## src/rtl/dcache_direct_mapped.sv

```systemverilog
`default_nettype none
// ============================================================================
// Module   : dcache_direct_mapped
// Brief    : Write-back, write-allocate, direct-mapped byte data cache.
// Revision : 1.0
// ============================================================================
module dcache_direct_mapped #(
    parameter int NUM_SETS    = 8,
    parameter int BLOCK_BYTES = 4,
    parameter int TAG_BITS    = 3
) (
    input  logic                                      CLK,
    input  logic                                      RESET,
    input  logic                                      READ,
    input  logic                                      WRITE,
    input  logic [7:0]                                ADDRESS,
    input  logic [7:0]                                WRITE_DATA,
    output logic [7:0]                                READ_DATA,
    output logic                                      BUSYWAIT,
    output logic                                      MEM_READ,
    output logic                                      MEM_WRITE,
    output logic [TAG_BITS+$clog2(NUM_SETS)-1:0]      MEM_ADDRESS,
    output logic [8*BLOCK_BYTES-1:0]                  MEM_WRITEDATA,
    input  logic [8*BLOCK_BYTES-1:0]                  MEM_READDATA,
    input  logic                                      MEM_BUSYWAIT
);

    localparam int INDEX_BITS  = $clog2(NUM_SETS);
    localparam int OFFSET_BITS = $clog2(BLOCK_BYTES);
    localparam int BLOCK_BITS  = 8 * BLOCK_BYTES;

    localparam logic [1:0] IDLE      = 2'd0;
    localparam logic [1:0] WRITEBACK = 2'd1;
    localparam logic [1:0] FETCH     = 2'd2;

    logic [1:0]            state;
    logic [1:0]            next_state;

    logic [BLOCK_BITS-1:0] data_mem [NUM_SETS];
    logic [TAG_BITS-1:0]   tag_mem  [NUM_SETS];
    logic [NUM_SETS-1:0]   valid;
    logic [NUM_SETS-1:0]   dirty;

    logic [TAG_BITS-1:0]    addr_tag;
    logic [INDEX_BITS-1:0]  idx;
    logic [OFFSET_BITS-1:0] off;
    logic                   hit;
    logic                   req;
    logic                   write_hit;
    logic                   fill;

    assign addr_tag  = ADDRESS[7 -: TAG_BITS];
    assign idx       = ADDRESS[OFFSET_BITS +: INDEX_BITS];
    assign off       = ADDRESS[OFFSET_BITS-1:0];
    assign hit       = valid[idx] && (tag_mem[idx] == addr_tag);
    assign req       = READ || WRITE;
    // A simultaneous READ and WRITE is served as a store.
    assign write_hit = (state == IDLE) && WRITE && hit;
    assign fill      = (state == FETCH) && !MEM_BUSYWAIT;

    assign READ_DATA     = data_mem[idx][{off, 3'b000} +: 8];
    assign MEM_WRITEDATA = data_mem[idx];

    always_ff @(posedge CLK or posedge RESET) begin
        if (RESET) begin
            state <= IDLE;
        end else begin
            state <= next_state;
        end
    end

    always_comb begin
        next_state = state;
        case (state)
            IDLE: begin
                if (req && !hit) begin
                    next_state = (valid[idx] && dirty[idx]) ? WRITEBACK : FETCH;
                end
            end
            WRITEBACK: begin
                if (!MEM_BUSYWAIT) next_state = FETCH;
            end
            FETCH: begin
                if (!MEM_BUSYWAIT) next_state = IDLE;
            end
            default: next_state = IDLE;
        endcase
    end

    always_comb begin
        BUSYWAIT    = 1'b0;
        MEM_READ    = 1'b0;
        MEM_WRITE   = 1'b0;
        MEM_ADDRESS = {addr_tag, idx};
        case (state)
            IDLE: begin
                // Reset forces the stall low even while the CPU still requests.
                BUSYWAIT = !RESET && req && !hit;
            end
            WRITEBACK: begin
                BUSYWAIT    = 1'b1;
                MEM_WRITE   = 1'b1;
                MEM_ADDRESS = {tag_mem[idx], idx};
            end
            FETCH: begin
                BUSYWAIT = 1'b1;
                MEM_READ = 1'b1;
            end
            default: begin
                BUSYWAIT = 1'b0;
            end
        endcase
    end

    always_ff @(posedge CLK or posedge RESET) begin
        if (RESET) begin
            valid <= '0;
            dirty <= '0;
        end else begin
            if (write_hit) begin
                dirty[idx] <= 1'b1;
            end
            if (fill) begin
                valid[idx] <= 1'b1;
                dirty[idx] <= 1'b0;
            end
        end
    end

    // Payload arrays are deliberately left out of reset; valid bits gate them.
    always_ff @(posedge CLK) begin
        if (fill) begin
            data_mem[idx] <= MEM_READDATA;
            tag_mem[idx]  <= addr_tag;
        end else if (write_hit) begin
            data_mem[idx][{off, 3'b000} +: 8] <= WRITE_DATA;
        end
    end

endmodule
`default_nettype wire

```

## config.mk

```make
export PLATFORM = sky130hd
export DESIGN_NAME = dcache_direct_mapped
export DESIGN_NICKNAME = d
export VERILOG_FILES = /design/src/rtl/dcache_direct_mapped.sv
export SDC_FILE = /design/constraint.sdc
export NUM_CORES = 1
export LEC_CHECK = 0
export BUFFER_PORTS_ARGS = -buffer_cell sky130_fd_sc_hd__buf_2
export CORE_UTILIZATION = 50
export CTS_CLUSTER_DIAMETER = 100
export DETAILED_ROUTE_END_ITERATION = 7
export PLACE_DENSITY = 0.72
export SLEW_MARGIN = 20
export SYNTH_ARGS = -nofsm -noshare
export SYNTH_HDL_FRONTEND = slang
export SYNTH_SLANG_ARGS = --single-unit
```

## constraint.sdc

```tcl
create_clock -name CLK -period 5.2 [get_ports CLK]
set_input_delay 0.52 -clock CLK [delete_from_list [all_inputs] [get_ports CLK]]
set_output_delay 0.52 -clock CLK [all_outputs]
set_load 0.01 [all_outputs]
```

==> results of run 1 <==
[how the worst max path moves through the flow]
stage                          start               to  slack [ns]  cells past startpoint
after floorplan           ADDRESS[4]     READ_DATA[4]        2.13                      7
after global placement    ADDRESS[3]   data_mem[5][2]        1.26                      9
after detailed placement  ADDRESS[3]  data_mem[3][11]        1.18                      9
after CTS                 ADDRESS[3]     READ_DATA[1]        1.32                      9
after global routing      ADDRESS[3]     READ_DATA[1]        1.20                      9
final                     ADDRESS[2]     READ_DATA[0]        1.20                      9
[layer usage]
metal / GRT usage [%] / wire (µm) / share of wire (%)
met2: 43.5 / 16900 / 46
met3: 8.63 / 4790 / 13
met5: 0 / 0 / 0
met1: 38.2 / 13700 / 37
met4: 12.1 / 1610 / 4.3
[power by group]
part | leakage (nW) | switching [mW] | internal [mW]
Combinational | 2.23 | 0.469 | 0.229
Sequential | 2.75 | 0.0365 | 2.74
Clock | 0.476 | 0.914 | 1.20
[per-stage QoR]
step                      area (µm²)  setup slack, ns  total power, mW  hold WS, ns
final                          14700             1.20             5.59        0.116
after global placement         13800             1.26             3.49        0.446
after floorplan                12700             2.13             3.22        0.427
after global routing           14700             1.20             5.72        0.197
after detailed placement       13800             1.18             3.50        0.454
after CTS                      14700             1.32             5.57        0.138
[sequential cells by signal, indices dropped and copies added (netlist names), named ones only]
| signal | cells |
|---|---|
| data_mem | 256 |
| dirty | 1 |
| state | 2 |
| tag_mem | 24 |
| valid | 8 |
[layout make-up]
class | count | area [µm²]
multi-input cells | 464 | 3490
repair buffers | 147 | 851
diodes | 1 | 2.50
clock inverters | 23 | 194
inverters | 41 | 154
well taps | 330 | 413
fillers | 1992 | 10400
clock buffers | 33 | 762
flip-flops and latches | 298 | 8860
[Yosys cell counts (2+ instances only)]
cell        n  area share [%]
a21oi_1    22            0.86
a221o_1     4            0.31
a221oi_1   33             2.3
a222oi_1    5            0.39
a22o_1     12            0.82
a22oi_1    26             1.5
a41oi_2     4            0.51
and2_1      4            0.20
buf_1       4            0.12
buf_2      15            0.59
buf_4       5            0.29
buf_6       3            0.27
clkbuf_1   22            0.65
dfrtp_1    18             3.5
edfxtp_1  280              66
ha_1        9            0.88
inv_1      39             1.1
inv_2       2           0.059
mux2_2     27             2.4
mux2i_1    71             5.6
mux4_2     12             2.1
nand2_1    56             1.6
nand2b_1    3            0.15
nand3_1     3            0.12
nand4_1     2           0.098
nand4_4     4            0.67
nor2_1     72             2.1
nor2b_1     5            0.25
nor3_1      4            0.16
nor3b_1     3            0.18
o211ai_1    4            0.24
o21ai_0    44             1.7
o221ai_1    8            0.55
o22ai_1     3            0.15
or2_2       9            0.44
or3_1       3            0.15
[cell usage in the layout, fill, tap and decap left out, drive strengths merged, types with 2 or more instances in the layout]
cell type / synthesis / routed
a211oi: 2 / 2
a21oi: 22 / 22
a221o: 4 / 4
a221oi: 33 / 33
a222oi: 5 / 5
a22o: 12 / 12
a22oi: 26 / 26
a41oi: 4 / 4
and2: 5 / 5
buf: 27 / 147
bufinv: 0 / 3
clkbuf: 22 / 33
clkinv: 0 / 19
dfrtp: 18 / 18
edfxtp: 280 / 280
ha: 9 / 9
inv: 41 / 42
mux2: 28 / 28
mux2i: 71 / 71
mux4: 12 / 12
nand2: 56 / 56
nand2b: 3 / 3
nand3: 4 / 4
nand4: 6 / 6
nor2: 72 / 72
nor2b: 5 / 5
nor3: 4 / 4
nor3b: 4 / 4
o211ai: 4 / 4
o21ai: 45 / 45
o221ai: 8 / 8
o22ai: 3 / 3
or2: 9 / 9
or3: 3 / 3
[kinds of logic after synthesis]
family	Yosys count
buf+inv	90
mux	111
compound gates	171
simple gates	172
fa+ha+maj	9
xor+xnor	1
flops	298
==> qor.yml, run 1 <==
core_area_um2: 25100
fin_skew_ns: 0.0435
r2r_cells: 8
cts_sinks: 298
antenna_found_initial: 1
gp_congestion: 0.890
htree_levels: 1
critPathBufInv: 4
grt_overflow: 0
critPathRequiredTime_ns: 4.68
drv_cap: 0
vias_per_cell: 6.39
nets: 1044
cp_slowest_stage_delay_ns: 0.62
slowest_stage: "nor2_1"
rows: 58
power_leakage_nw: 5.45
crit_type: "primary input to output pin"
hold_path.class: "primary input to async pin"
cts_tree: "done"
clk-insertion-delay-late_ns: 0.58
rrSetupSlack_ns: 2.09
area_growth_pct: 15.6
regToRegEndpoint: "data_mem[3][11]"
min_period_ns: 4.00
rsz0062_at_grt: "no"
cp_max_fo: 19
clk_pin_slew_worst_paths_ns: 0.06
power_density_nw_per_um2: 380
final_cells: 1337
finalSetupViolCount: 0
synthAdderAreaFrac_pct: 0.884
finalHoldViolations: 0
end_kind: "output pin"
yosys.area_share.xor_xnor_pct: 0.0687
synth_ff_type: "edfxtp_1"
chipHeight_um: 162
die_area_um2: 26100
synth_edf_count: 280
cts_resized: 0
wl_um: 37000
status: "finished, final reports clean"
ys_warn_count: 0
place_inst: 1280
synth_top_family_by_area: "multiplexers"
cts_hold_buf: 0
synth.area.mux_share_pct: 10.2
ys_types: 48
drt-initial-drc-count: 1196
tightest_slew_ns: 1.13
cts_buffers: 30
cp.arrival_ns: 3.48
synth_compound_area_share_pct: 9.76
cts-root-buf: "clkbuf_16"
startpoint_type: "primary input"
grt_usage_pct: 28.5
synth_area_per_cell_um2: 15.0
grt_pass1_wl_um: 53400
synth_cells: 852
cp_top_family: "buffers and inverters"
io_pins: 102
synthSimpleGateAreaFrac_pct: 6.46
route.vias.total: 8543
ir_worst_vdd_uv: 274
final_util_pct: 58.7
async_reset_ff_share_pct: 6.04
period_share_pct: 77.0
max_freq_mhz: 250
crit_chain: "buf_2 -> buf_4 -> nand2b_1 -> nor2_1 -> buf_4 -> a22oi_1 -> o21ai_0 -> mux4_2 -> buf_2"
wire_per_inst_um: 27.7
dp_hpwl_um: 24900
ys_seq_area_share_pct: 69.5
first_global_vias: 8186
drc: 0
synth_fp_nets: 914
postRouteAntennaNets: 0
final_max_slew_viol_count: 0
numPortBuffers: 101
slew_headroom_pct: 24.7
initial_core_util_pct: 50.8
ys_ff_latch: 298
cts_setup_buffers: 0
die_w_um: 162
grt_max_degree: 38
reg2reg_from: "tag_mem[3][2]"
synth_area_um2: 12700
firstDrtPassIters: 7
drive_gt1_share_pct: 25.2
clk_path_buf_depth: 3
fin_setup_tns_ns: 0
No activity file was read; power rests on OpenSTA's default activity.
==> run 2: changes to the inputs <==
Settings changed: PLACE_DENSITY 0.72 to 0.75.
Clock period 5.2 ns to 3.5 ns, I/O delays scaled along.
==> run 2 against run 1 <==
  * Die area did not move
  * Via count fell by 1.5%
  * Worst hold slack improved by 0.026 ns
  * Clock skew fell by 0.030 ns
  * Cell area rose by 0.42%
  * Core utilization rose by 0.24 points
  * Clock-buffer cell count rose by 3
  * Critical path type unchanged
  * Wire length fell by 2.6%
==> qor.yml, run 2 (synthesis results as in run 1) <==
largest_reg_flops: 256
core_area_um2: 25100
num_antenna_cells: 0
power_density_nw_per_um2: 574
vias_per_cell: 6.32
final_cell_mix: "280 x edfxtp_1, 100 x buf_2, 72 x nor2_1"
cts_buffers: 30
clk-insertion-delay-late_ns: 0.55
slew_headroom_pct: 32.5
io_pins: 102
numPortBuffers: 101
area_growth_pct: 16.0
finalHoldViolations: 0
drv_cap: 0
wl_um: 36000
hold_ws_ns: 0.142
power_leakage_nw: 5.45
period_share_pct: 98.7
die_w_um: 162
postRouteAntennaNets: 0
rows: 58
drc: 0
dp_hpwl_um: 24200
grt_usage_pct: 27.9
clk_path_buf_depth: 3
grt_pass1_wl_um: 52500
cp.arrival_ns: 3.10
ir_worst_vdd_uv: 422
firstDrtPassIters: 6
nets: 1042
cts_setup_buffers: 0
multi_input_area_um2: 3490
wire_per_inst_um: 27.1
tightest_slew_ns: 1.01
cts_tree: "done"
top_register: "data_mem"
reg_top3: "data_mem: 256 flops, tag_mem: 24 flops, valid: 8 flops"
rsz0062_at_grt: "no"
drive_gt1_share_pct: 24.9
cts-root-buf: "clkbuf_16"
min_period_ns: 3.45
die_area_um2: 26100
route.vias.total: 8418
crit_type: "primary input to output pin"
finalSetupViolCount: 0
gp_congestion: 0.954
status: "finished, final reports clean"
initial_core_util_pct: 50.8
grt_overflow: 0
first_global_vias: 7987
antenna_found_initial: 0
final_max_slew_viol_count: 0
fin_setup_tns_ns: 0
n_fill_cell: 1956
max_freq_mhz: 289
drt-initial-drc-count: 1160
hold_path.class: "primary input to flop"
end_kind: "output pin"
chipHeight_um: 162
startpoint_type: "primary input"
cts_sinks: 298
regArea_um2: 8860
cp_max_fo: 29
clk_pin_slew_worst_paths_ns: 0.06
grt_max_degree: 37
htree_levels: 1
fin_skew_ns: 0.0138
critPathRequiredTime_ns: 3.15
layout_commonest_cell: "edfxtp_1"
[run 2: worst max-delay path: stages]
cell and delay (ns):
clkbuf_4 0.28, buf_12 0.24, buf_4 0.29, nor2_1 0.26
a22o_1 0.30, a222oi_1 0.31, o21ai_1 0.29, mux4_2 0.58
buf_2 0.17
[run 2: metal layers]
metal	share of wire (%)	track usage, %	up-vias
li1	-	-	3564
met1	38	37.8	4148
met2	46	43.3	600
met3	13	8.04	106
met4	3.7	9.73	0
met5	0	0	-
[run 2: final cells by class]
type                            count  share of cell area, %
Inverter                           41                   1.04
Sequential cell                   298                   59.9
Clock inverter                     17                   1.46
Clock buffer                       36                   5.37
Multi-Input combinational cell    464                   23.6
Tap cell                          330                   2.79
Timing Repair Buffer              145                   5.85
[run 2: power by group]
group	switching, mW	internal, mW
clock	1.32	1.98
sequential	0.0547	4.07
combinational	0.694	0.359
[run 2: what timing repair did]
item | 4_1_cts | 5_1_grt
resized for setup | 0 | 1
hold endpoints to repair | 18 | 0
endpoints found under the setup margin | 0 | 3
hold buffers | 1 | 0
[run 2: worst paths after layout]
check / start / to / slack (ns) / depth (start not counted)
hold / removal: READ / state[1] / 0.14 / 4
hold reg to reg: valid[3] / valid[3] / 0.46 / 2
setup / recovery: ADDRESS[2] / READ_DATA[3] / 0.05 / 9
max in group asynchronous: RESET / valid[5] / 2.57 / 3
min in group asynchronous: RESET / state[0] / 0.46 / 3
setup reg to reg: tag_mem[4][2] / data_mem[7][7] / 0.36 / 7
[run 2: metrics by stage]
stage	setup slack, ns	total power, mW	cells	util (%)	area (µm²)
global route	0.0427	8.70	1331	58.9	14800
detailed placement	-0.0157	5.22	1277	54.8	13800
CTS	0.0585	8.46	1331	58.9	14800
global placement	0.0451	5.20	1277	54.8	13800
floorplan	0.774	4.79	852	-	12700
finish	0.0456	8.48	1331	58.9	14800
==> run 3: changes to the inputs <==
Settings changed: CORE_MARGIN set to 2, CORE_UTILIZATION 50 to 40, PLACE_DENSITY 0.75 to 0.63.
==> run 3 against run 2 <==
  * Register-to-register slack gained 0.39 ns
  * Highest routed layer unchanged
  * Combinational power is essentially flat
  * First-iteration DRC count shrank 25%
  * Non-clock buffer count grew 27
  * Worst hold slack lost 0.043 ns
  * Sequential share of layout area shrank 1.3 points
  * Wire length grew 6.3%
  * Global-route usage shrank 5.1 points
  * Die area grew 27%
  * Critical path depth is the same
  * Sequential power is essentially flat
  * Critical path type unchanged
  * Clock-buffer cell count grew 4
==> qor.yml, run 3 (synthesis results as in run 1) <==
fin_setup_tns_ns: 0
hold_path.class: "primary input to flop"
seq_power_share_pct: 48.4
die_w_um: 183
clk-insertion-delay-late_ns: 0.58
worstSetupStartpoint: "ADDRESS[2]"
firstDrtPassIters: 6
io_pins: 102
final_max_slew_viol_count: 0
min_period_ns: 3.24
postRouteAntennaNets: 0
n_fill_cell: 2684
internal_power_mw: 6.37
finalHoldViolations: 0
drv_cap: 0
cts_hold_buf: 1
critPathRequiredTime_ns: 3.15
wl_um: 38300
drc: 0
max_freq_mhz: 308
initial_core_util_pct: 40.5
largest_reg_flops: 256
period_share_pct: 92.6
numPortBuffers: 101
rsz0062_at_grt: "no"
area_growth_pct: 18.6
reg_top3: "data_mem: 256 flops, tag_mem: 24 flops, valid: 8 flops"
nets: 1070
cp.arrival_ns: 2.89
rows: 65
wire_per_inst_um: 26.6
drive_gt1_share_pct: 26.8
cts_resized: 0
power_switching_mw: 2.14
worstHoldStart: "ADDRESS[5]"
design_area_um2: 15100
netSwitchingFraction_pct: 25.2
power_density_nw_per_um2: 563
clk_pin_slew_worst_paths_ns: 0.06
place_inst: 1376
status: "finished, final reports clean"
combPwrFrac_pct: 12.5
chipHeight_um: 183
cts-root-buf: "clkbuf_16"
cts_sinks: 298
dp_hpwl_um: 26100
grt_usage_pct: 22.8
die_area_um2: 33300
core_area_um2: 31500
startpoint_type: "primary input"
cp_max_fo: 20
cts_tree: "done"
grt_overflow: 0
power_leakage_nw: 5.60
ir_worst_vdd_uv: 350
reg2reg_from: "tag_mem[4][2]"
finalSetupViolCount: 0
place_area_um2: 14100
route.vias.total: 8405
cts_setup_buffers: 0
gp_congestion: 0.919
slew_headroom_pct: 33.2
first_global_vias: 8150
pwr-share-clk_pct: 39.1
drt-initial-drc-count: 873
power_mw: 8.52
cts_buffers: 31
vias_per_cell: 5.85
fin_skew_ns: 0.0211
final_cell_mix: "280 x edfxtp_1, 100 x buf_2, 72 x nor2_1"
top_register: "data_mem"
final_cells: 1437
grt_pass1_wl_um: 55000
clk_path_buf_depth: 3
crit_type: "primary input to output pin"
end_kind: "output pin"
layout_commonest_cell: "edfxtp_1"
antenna_found_initial: 1
htree_levels: 1
tightest_slew_ns: 0.995
hold_ws_ns: 0.0990
grt_max_degree: 34
[run 3: through the flow]
stage          utilization, %  setup WS, ns
2_1_floorplan               -         0.774
3_3_place_gp             44.7         0.303
3_5_place_dp             44.7         0.266
4_1_cts                  48.0         0.239
5_1_grt                  48.0         0.147
6_report                 48.0         0.258
[run 3: metal layers]
layer  share of wire (%)  track usage [%]  wire length [µm]  up-vias
li1                    -                -                 -     3620
met1                  40             31.6             15200     4221
met2                  46             35.8             17600      479
met3                  10             4.63              3960       85
met4                 4.0             8.48              1520        0
met5                   0                0                 0        -
[run 3: cell type report]
cell class,instances,area (µm²),share of cell area [%]
antenna,2,5.00,0.0331
clock buffer,40,810,5.36
clock inverter,18,216,1.43
inverter,41,154,1.02
multi-input combinational,464,3490,23.1
sequential,298,8860,58.6
tap,402,503,3.33
timing repair buffer,172,1080,7.15
[run 3: worst paths after layout]
path | cells past startpoint | end | slack, ns
max | 9 | READ_DATA[7] | 0.26
min | 1 | tag_mem[6][0] | 0.1
max reg2reg | 7 | data_mem[4][26] | 0.75
min reg2reg | 1 | valid[4] | 0.47
max in group asynchronous | 3 | async pin | 2.59
min in group asynchronous | 3 | valid[5] | 0.45
[run 3: power groups by stage]
stage / registers (mW) / clock network, mW / logic (mW)
after CTS: 4.12 / 3.35 / 1.06
final: 4.12 / 3.33 / 1.07
after floorplan: 4.18 / 0 / 0.610
after global routing: 4.13 / 3.48 / 1.13
after global placement: 4.19 / 0 / 1.03
after detailed placement: 4.19 / 0 / 1.05
[run 3: critical path, cell delays in order]
cell and delay (ns):
buf_2 0.31, buf_12 0.21, inv_1 0.09, nor2_1 0.77
buf_4 0.27, a22oi_1 0.06, o221ai_1 0.25, mux4_2 0.42
buf_2 0.14
